<file path="config.mk">
export PLATFORM = sky130hd
export DESIGN_NAME = ddr3_req_queue
export DESIGN_NICKNAME = d
export VERILOG_FILES = /design/src/rtl/ddr3_req_queue.sv
export SDC_FILE = /design/constraint.sdc
export NUM_CORES = 2
export LEC_CHECK = 0
export BUFFER_PORTS_ARGS = -buffer_cell sky130_fd_sc_hd__buf_2
export CORE_MARGIN = 2
export CORE_UTILIZATION = 59
export CTS_CLUSTER_SIZE = 12
export DETAILED_ROUTE_END_ITERATION = 8
export GPL_ROUTABILITY_DRIVEN = 1
export HOLD_SLACK_MARGIN = 0.12
export PLACE_DENSITY = 0.88
export SLEW_MARGIN = 20
export SYNTH_ARGS = -nofsm -noshare
export SYNTH_HDL_FRONTEND = slang
export SYNTH_SLANG_ARGS = --single-unit
</file>
<file path="constraint.sdc">
create_clock -name clk_100mhz -period 18.4 [get_ports clk_100mhz]
set_clock_uncertainty 0.15 [all_clocks]
set_input_delay 3.68 -clock clk_100mhz [delete_from_list [all_inputs] [get_ports clk_100mhz]]
set_output_delay 3.68 -clock clk_100mhz [all_outputs]
set_load 0.005 [all_outputs]
</file>
<file path="src/rtl/ddr3_req_queue.sv">
// In-order request buffer between application logic and the DDR3L controller user port.
// One request is presented at a time; read returns are forwarded in order and protocol errors are latched.
module ddr3_req_queue #(
    parameter int DEPTH      = 8,
    parameter int MAX_RD_OUT = 4,
    parameter int TIMEOUT    = 1023
) (
    input  logic         clk_100mhz,
    input  logic         rst_n,
    input  logic         app_cmd_valid,
    output logic         app_cmd_ready,
    input  logic         app_cmd_we,
    input  logic [26:0]  app_addr,
    input  logic [127:0] app_wdata,
    input  logic [15:0]  app_mask,
    output logic [127:0] app_rd_data,
    output logic         app_rd_valid,
    output logic [26:0]  ctrl_addr,
    output logic [127:0] ctrl_wdata,
    output logic [15:0]  ctrl_mask,
    output logic         ctrl_rd_req,
    output logic         ctrl_wr_req,
    input  logic         ctrl_ready,
    input  logic [127:0] ctrl_rdata,
    input  logic         ctrl_rd_valid,
    output logic [3:0]   q_level,
    output logic [3:0]   rd_outstanding,
    output logic         err_timeout,
    output logic         err_unexp_rd
);

    localparam int AW = $clog2(DEPTH);
    localparam int CW = $clog2(TIMEOUT + 1);
    localparam logic [3:0]    DEPTH_L   = 4'(DEPTH);
    localparam logic [3:0]    MAX_RD_L  = 4'(MAX_RD_OUT);
    localparam logic [CW-1:0] TIMEOUT_L = CW'(TIMEOUT);
    localparam logic [CW-1:0] TO_LAST   = CW'(TIMEOUT - 1);

    typedef enum logic [1:0] {ST_IDLE, ST_REQ, ST_WAIT_RDY} state_t;

    // Address LSBs are never stored: bursts are always BL8-aligned on the controller side.
    typedef struct packed {
        logic         we;
        logic [23:0]  addr_hi;
        logic [127:0] wdata;
        logic [15:0]  mask;
    } entry_t;

    entry_t         entry_q [DEPTH];
    entry_t         head;
    logic [AW-1:0]  wr_ptr_q, wr_ptr_d, rd_ptr_q, rd_ptr_d;
    logic [3:0]     level_q, level_d;
    logic           ready_q, ready_d;
    state_t         state_q, state_d;
    logic [CW-1:0]  wait_cnt_q, wait_cnt_d;
    logic [26:0]    ctrl_addr_q, ctrl_addr_d;
    logic [127:0]   ctrl_wdata_q, ctrl_wdata_d;
    logic [15:0]    ctrl_mask_q, ctrl_mask_d;
    logic           ctrl_rd_req_q, ctrl_rd_req_d;
    logic           ctrl_wr_req_q, ctrl_wr_req_d;
    logic [3:0]     rd_out_q, rd_out_d;
    logic [127:0]   app_rd_data_q, app_rd_data_d;
    logic           app_rd_valid_q, app_rd_valid_d;
    logic           err_timeout_q, err_timeout_d;
    logic           err_unexp_q, err_unexp_d;
    logic           push, pop, rd_accept, rd_ret;
    logic           unused_addr_lsb;

    assign unused_addr_lsb = ^app_addr[2:0];
    assign push = app_cmd_valid && ready_q;
    assign head = entry_q[rd_ptr_q];
    assign rd_ret = ctrl_rd_valid && (rd_out_q != '0);

    // Payload storage carries no reset; only pointers and level define validity.
    always_ff @(posedge clk_100mhz) begin
        if (push) begin
            entry_q[wr_ptr_q] <= '{we: app_cmd_we, addr_hi: app_addr[26:3],
                                   wdata: app_wdata, mask: app_mask};
        end
    end

    always_comb begin
        state_d       = state_q;
        rd_ptr_d      = rd_ptr_q;
        wait_cnt_d    = wait_cnt_q;
        ctrl_addr_d   = ctrl_addr_q;
        ctrl_wdata_d  = ctrl_wdata_q;
        ctrl_mask_d   = ctrl_mask_q;
        ctrl_rd_req_d = ctrl_rd_req_q;
        ctrl_wr_req_d = ctrl_wr_req_q;
        err_timeout_d = err_timeout_q;
        pop           = 1'b0;
        rd_accept     = 1'b0;
        case (state_q)
            ST_IDLE: begin
                if ((level_q != '0) && ctrl_ready && (head.we || (rd_out_q < MAX_RD_L))) begin
                    pop           = 1'b1;
                    rd_ptr_d      = rd_ptr_q + AW'(1);
                    ctrl_addr_d   = {head.addr_hi, 3'b000};
                    ctrl_wdata_d  = head.wdata;
                    ctrl_mask_d   = head.mask;
                    ctrl_rd_req_d = !head.we;
                    ctrl_wr_req_d = head.we;
                    wait_cnt_d    = '0;
                    state_d       = ST_REQ;
                end
            end
            ST_REQ: begin
                // The controller signals acceptance by dropping its level-style ready.
                if (!ctrl_ready) begin
                    ctrl_rd_req_d = 1'b0;
                    ctrl_wr_req_d = 1'b0;
                    rd_accept     = ctrl_rd_req_q;
                    state_d       = ST_WAIT_RDY;
                end else if (wait_cnt_q != TIMEOUT_L) begin
                    wait_cnt_d = wait_cnt_q + CW'(1);
                    if (wait_cnt_q == TO_LAST) begin
                        err_timeout_d = 1'b1;
                    end
                end
            end
            ST_WAIT_RDY: begin
                if (ctrl_ready) begin
                    state_d = ST_IDLE;
                end
            end
            default: state_d = ST_IDLE;
        endcase
    end

    always_comb begin
        wr_ptr_d = push ? wr_ptr_q + AW'(1) : wr_ptr_q;
        level_d  = level_q;
        case ({push, pop})
            2'b10:   level_d = level_q + 4'd1;
            2'b01:   level_d = level_q - 4'd1;
            default: level_d = level_q;
        endcase
        // Ready is registered from the next level, so a pop while full opens the slot one cycle later.
        ready_d        = (level_d < DEPTH_L);
        rd_out_d       = rd_out_q + {3'b000, rd_accept} - {3'b000, rd_ret};
        app_rd_valid_d = rd_ret;
        app_rd_data_d  = rd_ret ? ctrl_rdata : app_rd_data_q;
        err_unexp_d    = err_unexp_q | (ctrl_rd_valid && (rd_out_q == '0));
    end

    always_ff @(posedge clk_100mhz or negedge rst_n) begin
        if (!rst_n) begin
            wr_ptr_q       <= '0;
            rd_ptr_q       <= '0;
            level_q        <= '0;
            ready_q        <= 1'b1;
            state_q        <= ST_IDLE;
            wait_cnt_q     <= '0;
            ctrl_addr_q    <= '0;
            ctrl_wdata_q   <= '0;
            ctrl_mask_q    <= '0;
            ctrl_rd_req_q  <= 1'b0;
            ctrl_wr_req_q  <= 1'b0;
            rd_out_q       <= '0;
            app_rd_data_q  <= '0;
            app_rd_valid_q <= 1'b0;
            err_timeout_q  <= 1'b0;
            err_unexp_q    <= 1'b0;
        end else begin
            wr_ptr_q       <= wr_ptr_d;
            rd_ptr_q       <= rd_ptr_d;
            level_q        <= level_d;
            ready_q        <= ready_d;
            state_q        <= state_d;
            wait_cnt_q     <= wait_cnt_d;
            ctrl_addr_q    <= ctrl_addr_d;
            ctrl_wdata_q   <= ctrl_wdata_d;
            ctrl_mask_q    <= ctrl_mask_d;
            ctrl_rd_req_q  <= ctrl_rd_req_d;
            ctrl_wr_req_q  <= ctrl_wr_req_d;
            rd_out_q       <= rd_out_d;
            app_rd_data_q  <= app_rd_data_d;
            app_rd_valid_q <= app_rd_valid_d;
            err_timeout_q  <= err_timeout_d;
            err_unexp_q    <= err_unexp_d;
        end
    end

    assign app_cmd_ready  = ready_q;
    assign app_rd_data    = app_rd_data_q;
    assign app_rd_valid   = app_rd_valid_q;
    assign ctrl_addr      = ctrl_addr_q;
    assign ctrl_wdata     = ctrl_wdata_q;
    assign ctrl_mask      = ctrl_mask_q;
    assign ctrl_rd_req    = ctrl_rd_req_q;
    assign ctrl_wr_req    = ctrl_wr_req_q;
    assign q_level        = level_q;
    assign rd_outstanding = rd_out_q;
    assign err_timeout    = err_timeout_q;
    assign err_unexp_rd   = err_unexp_q;

endmodule
</file>
==> run summary <==
Total of max-cap violations - 0
Status - finished clean
Worst vdd ir - 0.123 mV
# rows - 120
Routed WL - 141 mm
Fin util - 68.5%
Core area - 107000 um2
Final Hold Viols - 0
Setup violations, final - 0
Cell accounting for the most synthesized area - edfxtp_1
Yosys Warn Count - 0
RSZ-0062 raised after global routing - no
CTS tree - built
Worst Setup Slack, final - 11.82 ns
Worst path cell trace - buf_2 > or3b_1 > a211o_1 > o31a_4 > clkinv_8 > ha_1 > ha_1 > a21o_1 > a21oi_1 > mux2i_1 > xor2_1
Syn-to-layout area delta - 15.0%
WS Path Type - input port to flop
Post-synth EDFFs - 1352
Ys async rst share - 19.5%
Cts bufs inserted - 164
Drt wl/cell - 28.0 um
CTS root buf - clkbuf_16
Max-slew violation count - 0
Post-CTS Setup Bufs - 0
Crit-path max FO - 88
Largest cells by area after synthesis - edfxtp_1 64%, dfrtp_1 13%, mux4_2 12%, mux2_2 5.5%, mux2_4 2.4%
Worst slew margin - 28.7%
Critical Path Most Common Cell - ha_1
Layout cells sized above 1 - 45.2%
H-tree levels - 4
Initial Util - 59.6%
Filler cells - 6181
Slowest stage delay, CP - 0.51 ns
GRT Util Overall - 25.6%
Drt pass-1 iters - 5
Critical path's top delay family - compound AO/OA/AOI/OAI gates
Slowest CP cell - clkinv_8
Mapped Area - 63800 um2
Worst-skew pair later-pin latency - 0.78 ns
Vias after detailed routing - 30.7k
Most common cell after layout, fill and taps aside - edfxtp_1
CP Capture Type - flop
Synth cell types - 52
P per Cell Area - 157 nW/um2
Vias in the first global route - 33.0k
FMAX - 0.152 GHz
Placed inst area - 68400 um2
Top-area cell type share of the netlist area - 63.6%
DRC Markers - 0
Die X - 333 um
Vias/cell - 6.11
Initial DRC count - 2678
Pre-CTS WS - 11.18 ns
Port bufs - 611
GPL Wtd Cong - 0.761
Finished Cell Area - 73400 um2
Post-Synthesis Cells - 2769
Clk sinks - 1680
Routed Antenna Nets - 0
Die height - 333 um
HP Class - flop to flop
Hold Buf Count CTS - 0
First-pass GRT wire length - 209 mm
Critical Path Source Type - input port
Die area - 111000 um2
Lkg Pwr - 26.1 nW
Fin nets - 3787
Post-CTS Resized - 0
Clock slew seen by the registers of the worst setup and hold paths - 0.06 ns
Setup_tns - 0 ns
Worst-margin pin slew - 1.07 ns
Req. time, crit path - 18.94 ns
Placed wire-length estimate - 77.8 mm
Pwr Total - 0.0115 W
Most frequent cells in the layout - 1352 x edfxtp_1, 610 x buf_2, 337 x mux4_2
CTS Buffer Depth - 3
Seq/Total Area, Yosys - 76.4%
Fin crit share - 35.8%
GR Overflow Total - 0
Post-Syn Area per Cell - 23.1 um2
Register bit total from synthesis - 1680
Crit path DAT - 7.12 ns
Largest net degree at the start of global routing - 99
Initial antenna violation count - 40
I/O pin count - 618
Buf/Inv on CP - 2
Final min period - 6.58 ns
Synth Flop Type - edfxtp_1
==> power breakdown <==
| part | switching (W) | leakage, nW | internal (W) | total [W] |
|---|---|---|---|---|
| Combinational | 0.00155 | 7.65 | 0.00172 | 0.00327 |
| Sequential | 0.000333 | 16.1 | 0.00476 | 0.00509 |
| Clock | 0.00138 | 2.37 | 0.00175 | 0.00313 |
| Total | 0.00326 | 26.1 | 0.00823 | 0.0115 |
==> kinds of logic (layout without fill, tap and decap cells) <==
group	Yosys count	in the layout	share of synthesized area, %
AO/OA/AOI/OAI	38	38	0.429
XOR/XNOR	7	7	0.0960
adder cells (fa/ha/maj)	15	15	0.317
buffers and inverters	147	976	1.32
flip-flops	1680	1680	76.4
multiplexers	811	811	20.8
other	1	26	0.00587
AND/OR/NAND/NOR	70	70	0.562
==> through the flow <==
stage               instances  hold slack (ns)
CTS                      5003            0.307
finish                   5026            0.310
detailed placement       4704            0.290
floorplan                2771            0.301
global route             5024            0.315
global placement         4704            0.286
==> flip-flops by register name, summed over array words and instances (netlist names), 4 cells and up, named ones only <==
name,cells
app_rd_data,128
ctrl_addr,24
ctrl_mask,16
ctrl_wdata,128
entry_q,1352
rd_outstanding,4
wait_cnt_q,10
==> area by class of cell <==
cell class	count	area (um2)	area share (%)
antenna	23	57.6	0.0784
clock buffer	278	4670	6.35
clock inverter	21	298	0.406
inverter	13	61.3	0.0835
multi-input combinational	944	14300	19.4
sequential	1680	48800	66.5
tap	1403	1760	2.39
timing repair buffer	664	3490	4.76
==> routing by layer <==
layer  track usage [%]  share of wire (%)  routed length (um)
met5                 0               0.16                 221
met4              11.8                3.8                5390
met3              5.95                7.4               10500
met2              44.7                 53               74900
met1              30.2                 35               49800
==> cell usage after synthesis (11+ instances only) <==
library cell	instances
mux2_1	55
dfrtp_1	327
nand3_1	13
mux4_2	337
clkbuf_1	76
edfxtp_1	1352
buf_2	33
buf_12	11
nand2_1	13
ha_1	13
inv_1	12
mux2_4	100
mux2_2	314
nor2_1	13
==> final timing paths <==
path | start | to | slack (ns) | depth (start not counted)
max reg2reg | rd_ptr_q[1]$_DFFE_PN0P_ | app_cmd_ready$_DFF_PN1_ | 13.51 | 11
max in group asynchronous | rst_n | rd_ptr_q[0]$_DFFE_PN0P_ | 12.22 | 4
min | err_unexp_rd$_DFF_PN0_ | err_unexp_rd$_DFF_PN0_ | 0.31 | 1
max | ctrl_ready | app_cmd_ready$_DFF_PN1_ | 11.82 | 11
min reg2reg | err_unexp_rd$_DFF_PN0_ | err_unexp_rd$_DFF_PN0_ | 0.31 | 1
min in group asynchronous | rst_n | ctrl_wdata[104]$_DFFE_PN0P_ | 2.71 | 1
Power figures use the tool's default switching activity.
